`config.mk`:
```
export PLATFORM = sky130hd
export DESIGN_NAME = alu_sequencer_flat
export DESIGN_NICKNAME = d
export VERILOG_FILES = /design/src/rtl/alu_sequencer_if.sv /design/src/rtl/alu_sequencer.sv /design/src/flat_wrapper.sv
export SDC_FILE = /design/constraint.sdc
export NUM_CORES = 1
export LEC_CHECK = 0
export ABC_AREA = 1
export CORE_UTILIZATION = 46
export CTS_CLUSTER_DIAMETER = 40
export DETAILED_ROUTE_END_ITERATION = 7
export GPL_ROUTABILITY_DRIVEN = 1
export PLACE_DENSITY_LB_ADDON = 0.2
export SYNTH_ARGS = -nofsm -noshare
export SYNTH_HDL_FRONTEND = slang
export SYNTH_SLANG_ARGS = --single-unit
```
`constraint.sdc`:
```
create_clock -name clk -period 3.16 [get_ports clk]
set_clock_uncertainty 0.2 [all_clocks]
set_input_delay 0.316 -clock clk [delete_from_list [all_inputs] [get_ports clk]]
set_output_delay 0.316 -clock clk [all_outputs]
set_load 0.02 [all_outputs]
```
`src/rtl/alu_sequencer_if.sv`:
```
// Bundles the instruction handshake, register-file, ALU and status
// signals of the ALU sequencer. The master modport is the sequencer
// side; the slave modport is the CPU datapath around it.
interface alu_sequencer_if #(
  parameter int DW = 8,
  parameter int AW = 3,
  parameter int CW = 8
);
  // Instruction handshake
  logic              InstrValid;
  logic              InstrReady;
  logic [3+3*AW-1:0] Instr;

  // Register-file read side and ALU control
  logic [AW-1:0]     RdAddrA;
  logic [AW-1:0]     RdAddrB;
  logic [2:0]        OpCode;

  // ALU results
  logic [DW-1:0]     AluOut;
  logic              zero;
  logic              carry;

  // Register-file write side
  logic [AW-1:0]     WrAddr;
  logic [DW-1:0]     WrData;
  logic              WrEn;

  // Architectural status
  logic              ZeroFlag;
  logic              CarryFlag;
  logic              Done;
  logic [CW-1:0]     InstrCount;

  modport master (
    input  InstrValid, Instr, AluOut, zero, carry,
    output InstrReady, RdAddrA, RdAddrB, OpCode,
           WrAddr, WrData, WrEn, ZeroFlag, CarryFlag, Done, InstrCount
  );

  modport slave (
    output InstrValid, Instr, AluOut, zero, carry,
    input  InstrReady, RdAddrA, RdAddrB, OpCode,
           WrAddr, WrData, WrEn, ZeroFlag, CarryFlag, Done, InstrCount
  );
endinterface

```
`src/rtl/alu_sequencer.sv`:
```
// Multi-cycle sequencer for the shared ALU datapath. One instruction is
// accepted in IDLE, its operands are read (READ), the ALU result and
// flags are captured (EXEC) and written back to the register file
// (WRITE). Also keeps the zero/carry flags and a retired-instruction count.
module alu_sequencer #(
  parameter int DW = 8,
  parameter int AW = 3,
  parameter int CW = 8
) (
  input  logic             clk,
  input  logic             reset_n,
  alu_sequencer_if.master  bus
);

  typedef enum logic [1:0] {
    IDLE  = 2'd0,
    READ  = 2'd1,
    EXEC  = 2'd2,
    WRITE = 2'd3
  } state_e;

  state_e        state_q,       state_d;
  logic [AW-1:0] rd_addr_a_q,   rd_addr_a_d;
  logic [AW-1:0] rd_addr_b_q,   rd_addr_b_d;
  logic [2:0]    op_code_q,     op_code_d;
  logic [AW-1:0] dest_q,        dest_d;
  logic [AW-1:0] wr_addr_q,     wr_addr_d;
  logic [DW-1:0] wr_data_q,     wr_data_d;
  logic          wr_en_q,       wr_en_d;
  logic          done_q,        done_d;
  logic          zero_flag_q,   zero_flag_d;
  logic          carry_flag_q,  carry_flag_d;
  logic [CW-1:0] instr_count_q, instr_count_d;

  logic accept;

  // Ready is a pure decode of the state so the producer sees it without a cycle of lag.
  assign bus.InstrReady = (state_q == IDLE);
  assign accept         = bus.InstrValid && (state_q == IDLE);

  // Next-state and next-output logic for the four-phase instruction sequence.
  always_comb begin
    // NOTE: every _d starts as its _q (or the idle value for the pulses) so no branch can infer a latch.
    state_d       = state_q;
    rd_addr_a_d   = rd_addr_a_q;
    rd_addr_b_d   = rd_addr_b_q;
    op_code_d     = op_code_q;
    dest_d        = dest_q;
    wr_addr_d     = wr_addr_q;
    wr_data_d     = wr_data_q;
    wr_en_d       = 1'b0;
    done_d        = 1'b0;
    zero_flag_d   = zero_flag_q;
    carry_flag_d  = carry_flag_q;
    instr_count_d = instr_count_q;

    case (state_q)
      IDLE: begin
        if (accept) begin
          // Latching the fields here lets the addresses and opcode be valid for all of READ.
          op_code_d   = bus.Instr[3*AW+2 -: 3];
          dest_d      = bus.Instr[3*AW-1 -: AW];
          rd_addr_a_d = bus.Instr[2*AW-1 -: AW];
          rd_addr_b_d = bus.Instr[AW-1   -: AW];
          state_d     = READ;
        end
      end
      READ: begin
        // Register file read is registered; operands appear during EXEC.
        state_d = EXEC;
      end
      EXEC: begin
        wr_data_d    = bus.AluOut;
        zero_flag_d  = bus.zero;
        carry_flag_d = bus.carry;
        wr_addr_d    = dest_q;
        wr_en_d      = 1'b1;
        done_d       = 1'b1;
        state_d      = WRITE;
      end
      WRITE: begin
        instr_count_d = instr_count_q + CW'(1);
        state_d       = IDLE;
      end
      default: state_d = IDLE;
    endcase
  end

  // Single state register for the FSM and all registered outputs; reset aborts any in-flight instruction.
  always_ff @(posedge clk or negedge reset_n) begin
    if (!reset_n) begin
      state_q       <= IDLE;
      rd_addr_a_q   <= '0;
      rd_addr_b_q   <= '0;
      op_code_q     <= '0;
      dest_q        <= '0;
      wr_addr_q     <= '0;
      wr_data_q     <= '0;
      wr_en_q       <= 1'b0;
      done_q        <= 1'b0;
      zero_flag_q   <= 1'b0;
      carry_flag_q  <= 1'b0;
      instr_count_q <= '0;
    end else begin
      // NOTE: non-blocking assignments so every flop samples the pre-edge values of the others.
      state_q       <= state_d;
      rd_addr_a_q   <= rd_addr_a_d;
      rd_addr_b_q   <= rd_addr_b_d;
      op_code_q     <= op_code_d;
      dest_q        <= dest_d;
      wr_addr_q     <= wr_addr_d;
      wr_data_q     <= wr_data_d;
      wr_en_q       <= wr_en_d;
      done_q        <= done_d;
      zero_flag_q   <= zero_flag_d;
      carry_flag_q  <= carry_flag_d;
      instr_count_q <= instr_count_d;
    end
  end

  assign bus.RdAddrA    = rd_addr_a_q;
  assign bus.RdAddrB    = rd_addr_b_q;
  assign bus.OpCode     = op_code_q;
  assign bus.WrAddr     = wr_addr_q;
  assign bus.WrData     = wr_data_q;
  assign bus.WrEn       = wr_en_q;
  assign bus.Done       = done_q;
  assign bus.ZeroFlag   = zero_flag_q;
  assign bus.CarryFlag  = carry_flag_q;
  assign bus.InstrCount = instr_count_q;

endmodule

```
`src/flat_wrapper.sv`:
```
// flat-port wrapper written by rule: the top's interface ports become plain ports
module alu_sequencer_flat 
#(
  parameter int DW = 8,
  parameter int AW = 3,
  parameter int CW = 8
)
  (clk, reset_n, bus_InstrValid, bus_Instr, bus_AluOut, bus_zero, bus_carry, bus_InstrReady, bus_RdAddrA, bus_RdAddrB, bus_OpCode, bus_WrAddr, bus_WrData, bus_WrEn, bus_ZeroFlag, bus_CarryFlag, bus_Done, bus_InstrCount);
  alu_sequencer_if #(.DW(DW), .AW(AW), .CW(CW)) bus_i ();
  input  logic clk;
  input  logic reset_n;
  input wire logic [$bits(bus_i.InstrValid)-1:0] bus_InstrValid;
  input wire logic [$bits(bus_i.Instr)-1:0] bus_Instr;
  input wire logic [$bits(bus_i.AluOut)-1:0] bus_AluOut;
  input wire logic [$bits(bus_i.zero)-1:0] bus_zero;
  input wire logic [$bits(bus_i.carry)-1:0] bus_carry;
  output wire logic [$bits(bus_i.InstrReady)-1:0] bus_InstrReady;
  output wire logic [$bits(bus_i.RdAddrA)-1:0] bus_RdAddrA;
  output wire logic [$bits(bus_i.RdAddrB)-1:0] bus_RdAddrB;
  output wire logic [$bits(bus_i.OpCode)-1:0] bus_OpCode;
  output wire logic [$bits(bus_i.WrAddr)-1:0] bus_WrAddr;
  output wire logic [$bits(bus_i.WrData)-1:0] bus_WrData;
  output wire logic [$bits(bus_i.WrEn)-1:0] bus_WrEn;
  output wire logic [$bits(bus_i.ZeroFlag)-1:0] bus_ZeroFlag;
  output wire logic [$bits(bus_i.CarryFlag)-1:0] bus_CarryFlag;
  output wire logic [$bits(bus_i.Done)-1:0] bus_Done;
  output wire logic [$bits(bus_i.InstrCount)-1:0] bus_InstrCount;
  assign bus_i.InstrValid = bus_InstrValid;
  assign bus_i.Instr = bus_Instr;
  assign bus_i.AluOut = bus_AluOut;
  assign bus_i.zero = bus_zero;
  assign bus_i.carry = bus_carry;
  assign bus_InstrReady = bus_i.InstrReady;
  assign bus_RdAddrA = bus_i.RdAddrA;
  assign bus_RdAddrB = bus_i.RdAddrB;
  assign bus_OpCode = bus_i.OpCode;
  assign bus_WrAddr = bus_i.WrAddr;
  assign bus_WrData = bus_i.WrData;
  assign bus_WrEn = bus_i.WrEn;
  assign bus_ZeroFlag = bus_i.ZeroFlag;
  assign bus_CarryFlag = bus_i.CarryFlag;
  assign bus_Done = bus_i.Done;
  assign bus_InstrCount = bus_i.InstrCount;
  alu_sequencer #(.DW(DW), .AW(AW), .CW(CW)) u_core (.clk(clk), .reset_n(reset_n), .bus(bus_i));
endmodule
```
==> flow_summary.yaml, run 1 <==
clock_tree:
  ctsRootBufferMaster: "clkbuf_4"
  cts.path.max_buffers: 2
  htreeDepth: 2
  cts.clk_slew.worst_paths_ns: 0.11
  clock_latency_ns: 0.34
  cts_hold_buf: 1
  cts_sinks: 36
  tritoncts.num_buffers: 5
  cts_tree: "done"
  postCtsSetupBuffers: 0
  postCtsResizedCells: 0
route:
  route.detailed.drc: 0
  first_pass_iters: 4
  drt-initial-drc-count: 30
  vias_per_cell: 4.66
  vias: 1124
  ant_nets: 0
  wl_per_cell_um: 12.0
  wl_um: 2900
setup_path:
  cp-start-kind: "flop"
  crit_arrival_ns: 2.03
  regToRegEndpoint: "u_core.bus.RdAddrB[2]$_DFFE_PN0P_"
  endpoint_kind: "primary output"
  crit_end: "bus_InstrReady"
  cp_num_buf_inv: 2
  cp.depth: 3
  critPathSlowestCell: "clkdlybuf4s50_1"
  worstSetupPathType: "flop to primary output"
  required_ns: 2.64
  worstPathCellList: "inv_1 -> ha_1 -> clkdlybuf4s50_1"
  r2r_slack_ns: 1.28
  worstPathMaxFanout: 16
  cpPeakStageDelay_ns: 0.71
  worstSetupStartpoint: "u_core.state_q[0]$_DFFE_PN0P_"
  r2r-start: "u_core.state_q[0]$_DFFE_PN0P_"
  rr_worst_depth: 5
  cp_top_family: "buffers and inverters"
floorplan:
  start_util_pct: 48.7
  ios: 58
  coreArea_um2: 3050
  dieArea_um2: 3460
  die-width_um: 58.8
  die_h_um: 58.8
  fp-row-count: 20
synth:
  synth_nets: 165
  ys_ff_latch: 36
  yosysSeqAreaShare_pct: 60.6
  synth-warning-count: 0
  syn_area_per_cell_um2: 10.9
  syn_area_um2: 1490
  yosys.area.top_type: "dfrtp_1"
  synth_area_leaders: "dfrtp_1 (61%), nand2_1 (11%), mux2_2 (11%), nand3_1 (4.7%), ha_1 (3.4%)"
  synth_cells: 136
  synth_top_area_share_pct: 60.6
  synth.distinct_cells: 16
timing:
  worst_slew_pin_slew_ns: 0.782
  fmax_ghz: 0.392
  finalCritPeriodShare_pct: 80.7
  drv_slew: 0
  rsz0062_at_grt: "no"
  finalSetupViolations: 0
  finalCriticalPeriod_ns: 2.55
  holdWs_ns: 0.281
  slew_headroom_pct: 47.9
  hold_viol_final: 0
  worst_slack_ns: 0.611
  fin_setup_tns_ns: 0
pwr:
  p_per_area_nw_per_um2: 1000
  p_leak_nw: 1.01
  ir_drop_mv: 0.524
  finalPower_mw: 2.15
placement:
  place_inst: 232
  dpl.hpwl_um: 2120
  place_ws_ns: 0.990
  placed_area_um2: 2070
  portBuffers: 57
  gp_congestion: 0.685
global_route:
  track_usage_pct: 19.1
  grt_remaining_overflow: 0
  grt_max_degree: 37
  grt_pass1_vias: 1077
  grt_pass1_wl_um: 4750
  grt_antenna_before_repair: 0
cells_and_area:
  area_delta_synth_final_pct: 44.1
  fin_nets: 225
  fin_cells: 241
  drive_above_1_share_pct: 11.7
  antennaDiodeCount: 0
  fill_cells: 241
  finish.instance_area_um2: 2140
  final_util_pct: 70.2
flow_run:
  cap_violations: 0
worst_hold_path:
  hold_path_class: "flop to flop"
  worstHoldStart: "u_core.dest_q[2]$_DFFE_PN0P_"
run_status:
  outcome: "complete, no violations"
## power by group
group	leakage [nW]	internal (mW)	switching (mW)
sequential	0.444	0.672	0.132
clock	0.0326	0.110	0.148
combinational	0.531	0.545	0.541
## layout make-up
| type | count | area, µm² | share of cell area, % |
|---|---|---|---|
| Sequential cell | 36 | 901 | 42.1 |
| Clock buffer | 8 | 58.8 | 2.75 |
| Tap cell | 44 | 55.1 | 2.57 |
| Timing Repair Buffer | 58 | 576 | 26.9 |
| Inverter | 9 | 33.8 | 1.58 |
| Multi-Input combinational cell | 86 | 518 | 24.2 |
## cells by family after synthesis
kind of cell               count (synthesis)  synth area share [%]
adders and majority gates                  4                  3.37
buffers and inverters                     14                  4.55
AOI/OAI and AO/OA                          3                  1.01
DFF                                       36                  60.6
muxes                                     14                  10.6
xor gates and xnor gates                   4                  2.36
and+or+nand+nor                           61                  17.5
## sequential cells by signal (all words and copies together), names as in the netlist
| register | cells |
|---|---|
| u_core.bus.WrData | 8 |
| u_core.bus.WrAddr | 3 |
| u_core.bus.RdAddrB | 3 |
| u_core.bus.RdAddrA | 3 |
| u_core.bus.OpCode | 3 |
| u_core.state_q | 2 |
| u_core.bus.ZeroFlag | 1 |
| u_core.bus.CarryFlag | 1 |
| u_core.dest_q | 3 |
| u_core.bus.WrEn | 1 |
| u_core.bus.InstrCount | 8 |
## Yosys cell counts (all sizes together)
master   n
nor2     3
inv      9
o21ai    3
dfrtp   36
xnor2    1
nand2   43
nand3   14
ha       4
xor2     3
nand3b   1
mux2    14
buf      5
## worst min-delay path by stage
stage	endpoint	cells past startpoint
finish	u_core.dest_q[2]$_DFFE_PN0P_	2
detailed placement	u_core.bus.InstrCount[4]$_DFFE_PN0N_	1
global route	u_core.dest_q[2]$_DFFE_PN0P_	2
floorplan	u_core.bus.CarryFlag$_DFFE_PN0P_	0
global placement	u_core.bus.InstrCount[5]$_DFFE_PN0N_	1
CTS	u_core.dest_q[2]$_DFFE_PN0P_	2
## routing by layer
| layer | GRT usage [%] | wire length [µm] | part of all wire, % |
|---|---|---|---|
| met5 | 0 | 0 | 0 |
| met4 | 10.2 | 51 | 1.8 |
| met3 | 6.15 | 217 | 7.5 |
| met2 | 33.0 | 1460 | 50 |
| met1 | 20.7 | 1180 | 41 |
## worst register-to-register path, cell delays in order (launching register included)
cell     delay (ns)
dfrtp_1        0.40
inv_1          0.11
ha_1           0.48
nand2_1        0.38
nand2_1        0.15
nand2_1        0.06
## placed cells by master (no fill, tap or decap)
cell / netlist / layout
xnor2_1: 1 / 1
inv_1: 9 / 9
nand2_1: 43 / 43
ha_1: 4 / 4
nor2_1: 1 / 1
nand3_1: 14 / 14
clkbuf_8: 0 / 1
xor2_1: 3 / 3
dlygate4sd3_1: 0 / 1
buf_2: 3 / 1
clkbuf_4: 0 / 5
mux2_2: 14 / 14
dfrtp_1: 36 / 36
o21ai_0: 3 / 3
nand3b_1: 1 / 1
nor2_4: 1 / 1
clkdlybuf4s50_1: 0 / 56
clkbuf_1: 0 / 2
nor2_2: 1 / 1
Note: power is estimated with default switching activity, not from simulation.
==> run 2: changes to the inputs <==
--- a/config.mk
+++ b/config.mk
@@ -6,7 +6,7 @@
 export NUM_CORES = 1
 export LEC_CHECK = 0
 export ABC_AREA = 1
-export CORE_UTILIZATION = 46
+export CORE_UTILIZATION = 43
 export CTS_CLUSTER_DIAMETER = 40
 export DETAILED_ROUTE_END_ITERATION = 7
 export GPL_ROUTABILITY_DRIVEN = 1
==> constraint.sdc (replaced) <==
create_clock -name clk -period 2.57 [get_ports clk]
set_clock_uncertainty 0.2 [all_clocks]
set_input_delay 0.257 -clock clk [delete_from_list [all_inputs] [get_ports clk]]
set_output_delay 0.257 -clock clk [all_outputs]
set_load 0.02 [all_outputs]
==> flow_summary.yaml, run 2 (synthesis results as in run 1) <==
clock_tree:
  clock_latency_ns: 0.32
  cts.path.max_buffers: 2
  cts.clk_slew.worst_paths_ns: 0.10
  htreeDepth: 2
  cts_sinks: 36
  postCtsResizedCells: 0
  ctsRootBufferMaster: "clkbuf_4"
  cts_tree: "done"
  tritoncts.num_buffers: 5
setup_path:
  r2r_slack_ns: 0.78
  cp_top_family: "buffers and inverters"
  cp_num_buf_inv: 3
  worstPathCellList: "inv_1 -> ha_1 -> buf_4 -> clkdlybuf4s50_1"
  worstPathMaxFanout: 16
  worstSetupPathType: "flop to primary output"
  critPathSlowestCell: "clkdlybuf4s50_1"
  cp-start-kind: "flop"
  crit_arrival_ns: 1.80
  required_ns: 2.11
  endpoint_kind: "primary output"
  cpPeakStageDelay_ns: 0.63
run_status:
  outcome: "complete, no violations"
global_route:
  track_usage_pct: 18.3
  grt_max_degree: 37
  grt_remaining_overflow: 0
  grt_antenna_before_repair: 0
  grt_pass1_wl_um: 4840
  grt_pass1_vias: 1133
cells_and_area:
  finish.instance_area_um2: 2140
  fill_cells: 275
  layout_common_cells: "clkdlybuf4s50_1 (56), nand2_1 (43), dfrtp_1 (36)"
  area_delta_synth_final_pct: 43.8
  antennaDiodeCount: 0
  final_common_cell: "clkdlybuf4s50_1"
  drive_above_1_share_pct: 12.2
  fin_nets: 226
timing:
  finalCriticalPeriod_ns: 2.26
  fmax_ghz: 0.443
  holdWs_ns: 0.275
  worst_slack_ns: 0.311
  worst_slew_pin_slew_ns: 0.763
  finalCritPeriodShare_pct: 87.9
  drv_slew: 0
  finalSetupViolations: 0
  hold_viol_final: 0
  fin_setup_tns_ns: 0
  rsz0062_at_grt: "no"
  slew_headroom_pct: 49.1
pwr:
  finalPower_mw: 2.60
  p_leak_nw: 1.01
  p_seq_share_pct: 38.3
  switching_share_pct: 38.3
  p_per_area_nw_per_um2: 1220
  p_clk_share_pct: 10.1
  power_frac_comb_pct: 51.6
  p_switching_mw: 0.997
  ir_drop_mv: 0.691
  intPower_mw: 1.60
route:
  route.detailed.drc: 0
  vias_per_cell: 4.72
  wl_per_cell_um: 12.0
  first_pass_iters: 4
  ant_nets: 0
  drt-initial-drc-count: 44
  wl_um: 2890
  vias: 1138
floorplan:
  fp-row-count: 20
  coreArea_um2: 3150
  die_h_um: 60.8
  ios: 58
  dieArea_um2: 3700
  die-width_um: 60.8
  start_util_pct: 47.1
flow_run:
  cap_violations: 0
placement:
  placed_area_um2: 2080
  place_ws_ns: 0.641
  portBuffers: 57
  gp_congestion: 0.663
  dpl.hpwl_um: 2180
worst_hold_path:
  hold_path_class: "primary input to flop"
==> run 2: cell types whose count changed in the layout (fill, tap and decap cells not counted) <==
cell	previous run	this run
clkbuf_8	1	0
clkinv_2	0	1
clkbuf_1	2	1
buf_4	0	1
==> run 2: power groups by stage <==
stage / registers [mW] / logic (mW) / clock network [mW]
floorplan: 1.25 / 0.502 / 0
global placement: 0.990 / 1.32 / 0
detailed placement: 1.01 / 1.35 / 0
CTS: 0.999 / 1.36 / 0.279
global route: 1.03 / 1.45 / 0.309
finish: 0.995 / 1.34 / 0.264
==> run 2: timing repair <==
item	4_1_cts	5_1_grt
hold endpoints to repair	36	0
buffers inserted	0	0
hold buffers	1	0
endpoints found under the setup margin	0	0
==> run 2: worst reg2reg max path: stages, from the launching register on <==
cell     delay [ns]
dfrtp_1        0.39
inv_1          0.10
ha_1           0.58
mux2_2         0.41
==> run 2: metal layers <==
layer  global-route usage [%]  share of wire, %  vias up  wire [µm]
met1                     21.6                43      541       1240
met2                     30.0                49       32       1420
met5                        0                 0        -          0
met3                     7.46               6.6        6        190
met4                     7.14               1.4        0         39
li1                         -                 -      559          -
==> run 2: final timing paths <==
kind | to | from | cells past startpoint
hold reg to reg | u_core.dest_q[2]$_DFFE_PN0P_ | u_core.dest_q[2]$_DFFE_PN0P_ | 2
min in group asynchronous | u_core.bus.RdAddrA[2]$_DFFE_PN0P_ | reset_n | 2
max in group asynchronous | u_core.bus.InstrCount[7]$_DFFE_PN0N_ | reset_n | 2
setup reg to reg | u_core.bus.WrData[4]$_DFFE_PN0P_ | u_core.state_q[0]$_DFFE_PN0P_ | 3
setup / recovery | bus_InstrReady | u_core.state_q[1]$_DFFE_PN0P_ | 4
hold / removal | u_core.bus.OpCode[0]$_DFFE_PN0P_ | bus_Instr[9] | 3
==> run 2: metrics by stage <==
step,instances,utilization [%]
after floorplan,136,-
after global placement,233,66.0
after detailed placement,233,66.0
after CTS,241,67.8
after global routing,241,67.8
final,241,67.8
==> run 2: final cells by class <==
class	instances	area [µm²]	share of cell area [%]
Timing Repair Buffer	59	583	27.3
Tap cell	44	55.1	2.58
Clock inverter	1	5.00	0.234
Multi-Input combinational cell	86	518	24.2
Clock buffer	6	41.3	1.93
Inverter	9	33.8	1.58
Sequential cell	36	901	42.2
